**src/rtl/flash_arb_pkg.sv**
```systemverilog
// Shared types and constants for the flash read arbiter: FSM states,
// flash word width/error word, and small index helpers.
package flash_arb_pkg;

  localparam int FLASH_DATA_W = 16;
  localparam logic [FLASH_DATA_W-1:0] FLASH_ERR_DATA = 16'hFFFF;

  typedef enum logic [1:0] {
    S_IDLE,
    S_ISSUE,
    S_WAIT,
    S_RESP
  } arb_state_t;

  // Width of a requester index; a single requester still needs one bit.
  function automatic int idx_w(input int n);
    return (n > 1) ? $clog2(n) : 1;
  endfunction

  // (a + b) mod n for 0 <= a, b < n.
  function automatic int wrap_add(input int a, input int b, input int n);
    int s;
    s = a + b;
    return (s >= n) ? s - n : s;
  endfunction

endpackage

```
**src/rtl/flash_read_arbiter_rr_picker.sv**
```systemverilog
// Combinational rotate-priority encoder: first active request at or after
// ptr (wrapping) wins; returns a one-hot grant and its index.
module rr_picker
  import flash_arb_pkg::*;
#(
  parameter int NUM_REQ = 2,
  parameter int IDX_W   = idx_w(NUM_REQ)
) (
  input  logic [NUM_REQ-1:0] req,
  input  logic [IDX_W-1:0]   ptr,
  output logic [NUM_REQ-1:0] grant,
  output logic [IDX_W-1:0]   idx
);

  // NOTE: every output gets a default before the loop so no latch is inferred.
  always_comb begin
    grant = '0;
    idx   = '0;
    // Scan from lowest to highest priority so the nearest requester overwrites last.
    for (int k = NUM_REQ - 1; k >= 0; k--) begin
      for (int j = 0; j < NUM_REQ; j++) begin
        if (j == wrap_add(int'(ptr), k, NUM_REQ) && req[j]) begin
          grant    = '0;
          grant[j] = 1'b1;
          idx      = IDX_W'(j);
        end
      end
    end
  end

endmodule

```
**src/rtl/flash_read_arbiter.sv**
```systemverilog
// Round-robin arbiter sharing one flash read port among NUM_REQ requesters,
// with a one-entry last-word buffer and a watchdog on hung reads.
module flash_read_arbiter
  import flash_arb_pkg::*;
#(
  parameter int NUM_REQ = 2,
  parameter int ADDR_W  = 21,
  parameter int TIMEOUT = 1024
) (
  input  logic                      clk,
  input  logic                      rst,
  input  logic [NUM_REQ-1:0]        req,
  input  logic [NUM_REQ*ADDR_W-1:0] req_addr,
  input  logic                      flush,
  output logic [NUM_REQ-1:0]        resp_valid,
  output logic [FLASH_DATA_W-1:0]   resp_data,
  output logic                      resp_err,
  output logic                      mem_read_req,
  output logic [ADDR_W-1:0]         mem_read_addr,
  input  logic                      mem_read_ready,
  input  logic [FLASH_DATA_W-1:0]   mem_read_data
);

  localparam int IDX_W   = idx_w(NUM_REQ);
  localparam int TIMER_W = $clog2(TIMEOUT) + 1;

  arb_state_t state, next_state;

  logic [IDX_W-1:0]        rr_ptr, win_idx, pick_idx;
  logic [NUM_REQ-1:0]      elig, pick_grant;
  logic [ADDR_W-1:0]       pick_addr, buf_addr;
  logic [FLASH_DATA_W-1:0] buf_data, rsp_word;
  logic                    buf_valid, rsp_err, hit, timed_out;
  logic [TIMER_W-1:0]      timer;

  // The requester being answered this cycle may still show its old request.
  assign elig = req & ~resp_valid;

  rr_picker #(
    .NUM_REQ (NUM_REQ),
    .IDX_W   (IDX_W)
  ) u_picker (
    .req   (elig),
    .ptr   (rr_ptr),
    .grant (pick_grant),
    .idx   (pick_idx)
  );

  assign pick_addr = req_addr[int'(pick_idx)*ADDR_W +: ADDR_W];
  assign hit       = buf_valid && (pick_addr == buf_addr);
  assign timed_out = (timer == TIMER_W'(TIMEOUT - 1));

  always_comb begin
    next_state = state;
    unique case (state)
      S_IDLE:  if (|pick_grant) next_state = hit ? S_RESP : S_ISSUE;
      S_ISSUE: next_state = S_WAIT;
      S_WAIT:  if (mem_read_ready || timed_out) next_state = S_RESP;
      S_RESP:  next_state = S_IDLE;
      default: next_state = S_IDLE;
    endcase
  end

  // NOTE: sequential state uses non-blocking assignments so every flop samples pre-edge values.
  always_ff @(posedge clk or posedge rst) begin
    if (rst) begin
      state         <= S_IDLE;
      rr_ptr        <= '0;
      win_idx       <= '0;
      mem_read_addr <= '0;
      rsp_word      <= '0;
      rsp_err       <= 1'b0;
      timer         <= '0;
      buf_valid     <= 1'b0;
      mem_read_req  <= 1'b0;
      resp_valid    <= '0;
      resp_data     <= '0;
      resp_err      <= 1'b0;
    end else begin
      state        <= next_state;
      mem_read_req <= (state == S_ISSUE);
      resp_valid   <= '0;
      resp_data    <= '0;
      resp_err     <= 1'b0;
      case (state)
        S_IDLE: begin
          if (|pick_grant) begin
            win_idx       <= pick_idx;
            mem_read_addr <= pick_addr;
            rsp_word      <= buf_data;
            rsp_err       <= 1'b0;
          end
        end
        S_ISSUE: timer <= '0;
        S_WAIT: begin
          if (timer != '1) timer <= timer + 1'b1;
          if (mem_read_ready) begin
            rsp_word  <= mem_read_data;
            rsp_err   <= 1'b0;
            buf_valid <= 1'b1;
          end else if (timed_out) begin
            rsp_word <= FLASH_ERR_DATA;
            rsp_err  <= 1'b1;
          end
        end
        S_RESP: begin
          resp_valid <= NUM_REQ'(1) << win_idx;
          resp_data  <= rsp_word;
          resp_err   <= rsp_err;
          rr_ptr     <= (win_idx == IDX_W'(NUM_REQ - 1)) ? '0 : win_idx + 1'b1;
        end
        default: ;
      endcase
      // A flush racing a fill leaves the buffer invalid.
      if (flush) buf_valid <= 1'b0;
    end
  end

  // NOTE: buffer contents need no reset; buf_valid alone gates their use.
  always_ff @(posedge clk) begin
    if (state == S_WAIT && mem_read_ready) begin
      buf_addr <= mem_read_addr;
      buf_data <= mem_read_data;
    end
  end

endmodule

```
**config.mk**
```make
export PLATFORM = sky130hd
export DESIGN_NAME = flash_read_arbiter
export DESIGN_NICKNAME = d
export VERILOG_FILES = /design/src/rtl/flash_arb_pkg.sv /design/src/rtl/flash_read_arbiter_rr_picker.sv /design/src/rtl/flash_read_arbiter.sv
export SDC_FILE = /design/constraint.sdc
export NUM_CORES = 1
export LEC_CHECK = 0
export CELL_PAD_IN_SITES_DETAIL_PLACEMENT = 1
export CELL_PAD_IN_SITES_GLOBAL_PLACEMENT = 1
export CORE_ASPECT_RATIO = 0.9
export CORE_MARGIN = 5
export CORE_UTILIZATION = 37
export DETAILED_ROUTE_END_ITERATION = 16
export PLACE_DENSITY_LB_ADDON = 0.1
export SYNTH_ARGS = -nofsm -noshare
export SYNTH_HDL_FRONTEND = slang
export SYNTH_SLANG_ARGS = --single-unit
```
**constraint.sdc**
```tcl
create_clock -name clk -period 4.5 [get_ports clk]
set_input_delay 0.9 -clock clk [delete_from_list [all_inputs] [get_ports clk]]
set_output_delay 0.9 -clock clk [all_outputs]
set_load 0.05 [all_outputs]
```
==> results.rst, run 1 <==
.. list-table::
   :header-rows: 1

   * - Metric
     - Value
   * - Static leakage
     - 2.45 nW
   * - H-tree depth reported by CTS
     - 3
   * - Cell class contributing the biggest share of worst-path delay
     - buffers and inverters
   * - Cell depth of the worst setup path
     - 9
   * - Number of ports placed on the die boundary
     - 105
   * - Crit path arrival time
     - 3.44 ns
   * - Initial antenna violation count
     - 0
   * - Fraction of power consumed by combinational cells
     - 40.0%
   * - Smallest hold slack
     - 0.482 ns
   * - Top FF cell, synth
     - sky130_fd_sc_hd__dfrtp_1
   * - Startpoint of the most critical hold path
     - mem_read_addr[20]$_DFFE_PP0P_
   * - List of cells traversed by the critical path
     - clkdlybuf4s50_1 -> nand2b_1 -> o21ba_2 -> buf_4 -> mux2i_2 -> xnor2_1 -> nor4_1 -> nand4_1 -> o21ai_1
   * - Core Rows
     - 38
   * - Min-delay worst type
     - reg -> reg
   * - Final Power
     - 4.02 mW
   * - Post-Syn Area
     - 0.00456 mm^2
   * - P_int
     - 2.44 mW
   * - Nets in the synthesized netlist
     - 433
   * - Fraction of the cycle the final worst path needs
     - 70.1%
   * - Met2 capacity usage during global routing
     - 25.0%
   * - Worst slew margin relative to its limit
     - 42.1%
   * - Drc violations
     - 0
   * - Post-DR vias/cell
     - 4.90
   * - Mean instance size in the synthesized netlist
     - 12.5 um^2
   * - Number of enable flip-flop cells after synthesis
     - 37
   * - Endpoint class of the critical path
     - flop
   * - CTS Hold Buffers Added
     - 0
   * - Post-synthesis cell type count
     - 40
   * - Leading area contributor after synthesis
     - sky130_fd_sc_hd__dfrtp_1
   * - Reg2reg start
     - state[0]$_DFFE_PP0P_
   * - Post-synthesis register bit count
     - 111
   * - CP max-delay cell
     - sky130_fd_sc_hd__o21ba_2
   * - Most frequent cell after synthesis
     - sky130_fd_sc_hd__dfrtp_1
   * - Hold path depth
     - 0
   * - Element type at the critical path start
     - input port
   * - Shortest period the worst path allows
     - 3.16 ns
   * - Nets
     - 537
   * - Net Switching
     - 1.58 mW
   * - Post-CTS Resized
     - 0
   * - Required time at the endpoint of the critical path
     - 4.78 ns
   * - Remaining number of nets flagged by the antenna check after routing
     - 0
   * - Run status
     - finished clean
   * - Worst R2R Setup Slack
     - 1.81 ns
   * - Total routing resource utilization after global routing
     - 15.3%
   * - Initial core utilization
     - 37.7%
   * - Number of vias after detailed routing
     - 3102
   * - Seq pwr share
     - 38.1%
   * - Clock buffer count from CTS
     - 9
   * - Max Slew Vio Count
     - 0
   * - Fraction of power consumed by the clock network
     - 21.9%
   * - Die Span Y
     - 115 um
   * - Fraction of the yosys area taken by sequential cells
     - 65.0%
   * - Number of setup violations in the final report
     - 0
   * - R2R depth
     - 6
   * - Total placed instance area
     - 0.00575 mm^2
   * - Global-route wire length before repair
     - 17300 um
   * - Number of setup buffers added after CTS
     - 0
   * - Count of buffering cells on the critical path with inverters included
     - 2
   * - Busiest layer in global routing
     - met2
   * - Area share of the largest cell type after synthesis
     - 40.6%
   * - Clock tree sinks
     - 111
   * - CP Class
     - in -> reg
   * - Final Hold Viols
     - 0
   * - Biggest fanout along the worst timing path
     - 12
   * - Antenna diode count
     - 0
   * - Final Cell Area
     - 0.00608 mm^2
   * - Detailed-route wire length
     - 10600 um
   * - Count of mapped cells out of synthesis
     - 364
   * - Total gr overflow
     - 0
   * - Fraction of the core area covered by cells at the end of the flow
     - 50.3%
   * - Most numerous cell types in the synthesized netlist
     - 74 x sky130_fd_sc_hd__dfrtp_1, 51 x sky130_fd_sc_hd__nand2_1, 45 x sky130_fd_sc_hd__o21ai_1
   * - Total Neg Setup Slack
     - 0 ns
   * - Pin count of the biggest net entering global routing
     - 49
   * - Max-Cap Viols
     - 0
   * - Overall die area
     - 0.0146 mm^2
   * - Width of the chip
     - 127 um
   * - Worst R2R End
     - buf_addr[6]$_DFFE_PP_
   * - Via count of the first global-routing pass
     - 3332
   * - Unrepaired setup endpoints after global routing
     - no
   * - Net Sw Frac
     - 39.3%
   * - CTS root buffer
     - sky130_fd_sc_hd__clkbuf_16
   * - M1 GR Usage
     - 19.9%
   * - M3 GR Usage
     - 5.20%
   * - Worst-Margin Slew
     - 0.868 ns
   * - Power per Cell Area
     - 661 mW/mm^2
   * - Number of buffers between clock root and the deepest sink
     - 2
   * - Core outline area
     - 0.0121 mm^2
   * - CTS clk-pin slew, worst paths
     - 0.08 ns
   * - Hold-critical path endpoint
     - buf_addr[20]$_DFFE_PP_
   * - Biggest cell delay along the critical path
     - 0.58 ns
   * - Clk_lat worst skew
     - 0.35 ns
   * - Post-DP HPWL
     - 7520 um
   * - Maximum clock frequency
     - 0.317 GHz
   * - Worst IR Drop VDD
     - 277 uV
   * - Layout cells sized above 1
     - 7.61%
   * - Layout area overhead
     - 33.5%
   * - Worst Skew
     - 0.00526 ns
   * - Top post-synthesis cells by area
     - sky130_fd_sc_hd__dfrtp_1 41%, sky130_fd_sc_hd__edfxtp_1 24%, sky130_fd_sc_hd__o21ai_1 4.9%
   * - Yosys Warn Count
     - 0
   * - Iteration count of the initial detailed-routing pass
     - 4
   * - Post-DR wirelength/cell
     - 16.8 um
   * - Number of design-rule violations left by the first detailed-router iteration
     - 187
   * - CTS tree
     - yes
   * - Quantity of I/O buffers inserted on ports
     - 104
   * - Global placer's final weighted congestion
     - 0.736
   * - Ys async rst share
     - 66.7%
==> worst register-to-register path, delay by kind of cell (launching register included) <==
family / cells / cell delay [ns]
buffers and inverters: 4 / 1.29
adders and majority gates: 1 / 0.53
DFF: 1 / 0.42
and+or+nand+nor: 1 / 0.07
==> worst max-delay path by stage <==
stage          slack, ns               endpoint    from
6_report            1.34   state[1]$_DFFE_PP0P_  req[1]
5_1_grt             1.12   state[1]$_DFFE_PP0P_  req[1]
4_1_cts             1.28   state[1]$_DFFE_PP0P_  req[1]
3_5_place_dp        0.98   state[1]$_DFFE_PP0P_  req[1]
3_3_place_gp        1.03   state[1]$_DFFE_PP0P_  req[1]
2_1_floorplan       1.72  buf_valid$_DFFE_PP0P_     rst
==> final cells by class <==
type                       instances  area (um^2)
sequential                       111         2960
tap                              160          200
timing repair buffer             110         1090
multi-input combinational        229         1480
clock buffer                       9          225
inverter                           7         27.5
fill                            1298         6000
clock inverter                     7          103
==> state kept, by name (all words and copies together) (netlist names) <==
register and cells:
win_idx 1, buf_data 16, timer 11, buf_addr 21, resp_data 16, rr_ptr 1, rsp_word 16, buf_valid 1
mem_read_req 1, rsp_err 1, resp_err 1, state 2, mem_read_addr 21, resp_valid 2
==> cells in the final DEF (no fill, tap or decap), types with 2 or more instances in the layout <==
master                            synthesis  final
sky130_fd_sc_hd__a21oi_1                  2      2
sky130_fd_sc_hd__and2_1                  19     19
sky130_fd_sc_hd__and3_1                   5      5
sky130_fd_sc_hd__buf_4                    0      6
sky130_fd_sc_hd__bufinv_16                0      2
sky130_fd_sc_hd__clkbuf_16                0      9
sky130_fd_sc_hd__clkdlybuf4s50_1          0    104
sky130_fd_sc_hd__dfrtp_1                 74     74
sky130_fd_sc_hd__edfxtp_1                37     37
sky130_fd_sc_hd__ha_1                     5      5
sky130_fd_sc_hd__inv_1                    6      5
sky130_fd_sc_hd__inv_6                    0      3
sky130_fd_sc_hd__mux2_2                   2      2
sky130_fd_sc_hd__mux2i_1                 14     14
sky130_fd_sc_hd__mux2i_2                  5      5
sky130_fd_sc_hd__mux2i_4                  2      2
sky130_fd_sc_hd__nand2_1                 51     51
sky130_fd_sc_hd__nand2b_1                 2      2
sky130_fd_sc_hd__nand3_1                  2      2
sky130_fd_sc_hd__nand4_1                  4      4
sky130_fd_sc_hd__nor2_1                   9      9
sky130_fd_sc_hd__nor2b_1                  2      2
sky130_fd_sc_hd__nor3_1                   2      2
sky130_fd_sc_hd__nor4_1                   3      3
sky130_fd_sc_hd__o21ai_1                 45     45
sky130_fd_sc_hd__o22ai_1                 17     17
sky130_fd_sc_hd__xnor2_1                 16     16
sky130_fd_sc_hd__xor2_1                   9      9
==> kinds of logic (layout without fill, tap and decap cells) <==
| kind of cell | count (synthesis) | after routing | share of synthesized area [%] |
|---|---|---|---|
| multiplexers | 23 | 23 | 6.07 |
| AO/OA/AOI/OAI | 73 | 73 | 9.04 |
| buffers and inverters | 24 | 133 | 2.66 |
| XOR/XNOR | 25 | 25 | 4.81 |
| AND/OR/NAND/NOR | 103 | 103 | 11.0 |
| flip-flops | 111 | 111 | 65.0 |
| adder cells (fa/ha/maj) | 5 | 5 | 1.37 |
==> per-layer routing <==
layer | wire, um | vias to the layer above
li1 | - | 1480
met1 | 4870 | 1534
met2 | 5060 | 78
met3 | 590 | 10
met4 | 106 | 0
met5 | 0 | -
==> through the flow <==
step,setup slack (ns),cells
after global placement,1.03,617
after global routing,1.12,633
after detailed placement,0.978,617
after CTS,1.28,633
final,1.34,633
after floorplan,1.72,364
==> power by group through the flow <==
stage,sequential [mW],combinational [mW],clock (mW)
6_report,1.53,1.61,0.880
5_1_grt,1.57,1.74,0.949
4_1_cts,1.54,1.64,0.908
3_5_place_dp,1.56,1.63,0
3_3_place_gp,1.54,1.60,0
2_1_floorplan,1.96,0.673,0
No activity file was read; power rests on OpenSTA's default activity.
==> run 2, diff against run 1 <==
Settings changed: CORE_UTILIZATION 37 to 36.
Clock period 4.5 ns to 2.7 ns, I/O delays scaled along.
==> results.rst, run 2 (same netlist as run 1, synthesis figures left out) <==
.. list-table::
   :header-rows: 1

   * - Metric
     - Value
   * - Number of setup buffers added after CTS
     - 0 (unchanged)
   * - Final Power
     - 6.70 mW (was 4.02 mW)
   * - CTS Hold Buffers Added
     - 0 (unchanged)
   * - Number of design-rule violations left by the first detailed-router iteration
     - 155 (was 187)
   * - Initial antenna violation count
     - 0 (unchanged)
   * - Hold path depth
     - 1 (was 0)
   * - Die Span Y
     - 117 um (was 115 um)
   * - Endpoint class of the critical path
     - flop (unchanged)
   * - Number of vias after detailed routing
     - 3181 (was 3102)
   * - Busiest layer in global routing
     - met2 (unchanged)
   * - Quantity of I/O buffers inserted on ports
     - 104 (unchanged)
   * - Min-delay worst type
     - reg -> reg (unchanged)
   * - Remaining number of nets flagged by the antenna check after routing
     - 0 (unchanged)
   * - Met2 capacity usage during global routing
     - 25.8% (was 25.0%)
   * - Run status
     - finished clean (unchanged)
   * - Iteration count of the initial detailed-routing pass
     - 4 (unchanged)
   * - Number of ports placed on the die boundary
     - 105 (unchanged)
   * - Worst Skew
     - 0.0111 ns (was 0.00526 ns)
   * - Number of setup violations in the final report
     - 0 (unchanged)
   * - Post-CTS Resized
     - 0 (unchanged)
   * - Element type at the critical path start
     - input port (unchanged)
   * - Static leakage
     - 2.56 nW (was 2.45 nW)
   * - Worst IR Drop VDD
     - 624 uV (was 277 uV)
   * - Total Neg Setup Slack
     - 0 ns (unchanged)
   * - Global-route wire length before repair
     - 17900 um (was 17300 um)
   * - Post-DR vias/cell
     - 4.83 (was 4.90)
   * - Biggest fanout along the worst timing path
     - 10 (was 12)
   * - M1 GR Usage
     - 19.8% (was 19.9%)
   * - R2R depth
     - 8 (was 6)
   * - CTS tree
     - yes (unchanged)
   * - Nets
     - 559 (was 537)
   * - Shortest period the worst path allows
     - 2.47 ns
   * - Worst R2R End
     - state[1]$_DFFE_PP0P_ (was buf_addr[6]$_DFFE_PP_)
   * - Drc violations
     - 0 (unchanged)
   * - Total routing resource utilization after global routing
     - 15.5% (was 15.3%)
   * - Clock buffer count from CTS
     - 9 (unchanged)
   * - Leading cell types in the layout, fill and taps excluded
     - 104 x sky130_fd_sc_hd__clkdlybuf4s50_1, 74 x sky130_fd_sc_hd__dfrtp_1, 51 x sky130_fd_sc_hd__nand2_1, 45 x sky130_fd_sc_hd__o21ai_1, 37 x sky130_fd_sc_hd__edfxtp_1 (unchanged)
   * - Number of buffers between clock root and the deepest sink
     - 2 (unchanged)
   * - Final Hold Viols
     - 0 (unchanged)
   * - Reg2reg start
     - resp_valid[1]$_DFF_PP0_ (was state[0]$_DFFE_PP0P_)
   * - Initial core utilization
     - 36.3% (was 37.7%)
   * - Layout area overhead
     - 37.4% (was 33.5%)
   * - Detailed-route wire length
     - 10900 um (was 10600 um)
   * - Max Slew Vio Count
     - 0 (unchanged)
   * - Required time at the endpoint of the critical path
     - 2.98 ns (was 4.78 ns)
   * - Total placed instance area
     - 0.00595 mm^2 (was 0.00575 mm^2)
   * - Worst R2R Setup Slack
     - 0.38 ns (was 1.81 ns)
   * - Pin count of the biggest net entering global routing
     - 51 (was 49)
   * - Final Cell Area
     - 0.00626 mm^2 (was 0.00608 mm^2)
   * - Antenna diode count
     - 0 (unchanged)
   * - H-tree depth reported by CTS
     - 3 (unchanged)
   * - Overall die area
     - 0.0150 mm^2 (was 0.0146 mm^2)
   * - Commonest non-fill, non-tap cell in the layout
     - sky130_fd_sc_hd__clkdlybuf4s50_1 (unchanged)
   * - CTS clk-pin slew, worst paths
     - 0.07 ns (was 0.08 ns)
   * - Fraction of the cycle the final worst path needs
     - 91.3%
   * - Worst-Margin Slew
     - 0.541 ns (was 0.868 ns)
   * - Post-DP HPWL
     - 7940 um (was 7520 um)
   * - Clock tree sinks
     - 111 (unchanged)
   * - Core Rows
     - 39 (was 38)
   * - Core outline area
     - 0.0125 mm^2 (was 0.0121 mm^2)
   * - Layout cells sized above 1
     - 11.3% (was 7.61%)
   * - CTS root buffer
     - sky130_fd_sc_hd__clkbuf_16 (unchanged)
   * - CP Class
     - in -> reg (unchanged)
   * - Maximum clock frequency
     - 0.406 GHz
   * - M3 GR Usage
     - 4.53% (was 5.20%)
   * - Width of the chip
     - 129 um (was 127 um)
   * - Unrepaired setup endpoints after global routing
     - no (unchanged)
   * - Startpoint of the most critical hold path
     - rsp_err$_DFFE_PP0P_ (was mem_read_addr[20]$_DFFE_PP0P_)
   * - Power per Cell Area
     - 1070 mW/mm^2 (was 661 mW/mm^2)
   * - Worst slew margin relative to its limit
     - 63.9% (was 42.1%)
   * - Via count of the first global-routing pass
     - 3477 (was 3332)
   * - Global placer's final weighted congestion
     - 0.781 (was 0.736)
   * - Max-Cap Viols
     - 0 (unchanged)
   * - Hold-critical path endpoint
     - resp_err$_DFF_PP0_ (was buf_addr[20]$_DFFE_PP_)
   * - Total gr overflow
     - 0 (unchanged)
   * - Biggest registers after layout
     - buf_addr x21, mem_read_addr x21 (unchanged)
   * - Crit path arrival time
     - 2.74 ns (was 3.44 ns)
   * - Post-DR wirelength/cell
     - 16.5 um (was 16.8 um)
   * - Clk_lat worst skew
     - 0.35 ns (about the same)
-- run 2: cell type report --
cell class,count,area [um^2]
clock buffers,12,258
clock inverters,4,35.0
fillers,1308,6280
inverters,7,27.5
multi-input cells,229,1480
flip-flops and latches,111,2960
well taps,164,205
repair buffers,132,1300
-- run 2: layer usage --
metal  up-vias  part of all wire (%)
met5         -                     0
li1       1519                     -
met3        13                   6.1
met2        82                    48
met4         0                   1.6
met1      1567                    44
-- run 2: worst max-delay path by stage --
stage,depth (start not counted),startpoint,slack [ns],to
4_1_cts,8,timer[0]$_DFFE_PP0P_,0.15,rsp_word[13]$_DFFE_PP0P_
2_1_floorplan,1,rst,0.28,buf_valid$_DFFE_PP0P_
3_3_place_gp,10,req[1],-0.07,state[1]$_DFFE_PP0P_
6_report,9,req[1],0.23,state[1]$_DFFE_PP0P_
5_1_grt,9,req[1],0.08,state[1]$_DFFE_PP0P_
3_5_place_dp,9,req[1],-0.11,state[1]$_DFFE_PP0P_
-- run 2: worst max-delay path, stage by stage --
cell	delay, ns
sky130_fd_sc_hd__clkdlybuf4s50_1	0.46
sky130_fd_sc_hd__nand2b_1	0.09
sky130_fd_sc_hd__o21ba_2	0.29
sky130_fd_sc_hd__buf_12	0.16
sky130_fd_sc_hd__mux2i_1	0.33
sky130_fd_sc_hd__xor2_1	0.17
sky130_fd_sc_hd__nand3_1	0.08
sky130_fd_sc_hd__or4_1	0.47
sky130_fd_sc_hd__o21ai_1	0.13
-- run 2: report_power, final --
group / total, mW / switching, mW / internal, mW / leakage [nW]
clock: 1.32 / 0.624 / 0.696 / 0.143
combinational: 2.82 / 1.74 / 1.08 / 1.13
sequential: 2.56 / 0.278 / 2.28 / 1.29
-- run 2: stage by stage --
step | instances | setup WS (ns) | utilization, % | hold slack (ns)
2_1_floorplan | 364 | 0.278 | - | 0.422
3_3_place_gp | 642 | -0.0676 | 47.5 | 0.459
3_5_place_dp | 642 | -0.114 | 47.5 | 0.465
4_1_cts | 658 | 0.149 | 49.8 | 0.484
5_1_grt | 659 | 0.0832 | 49.9 | 0.490
6_report | 659 | 0.234 | 49.9 | 0.478
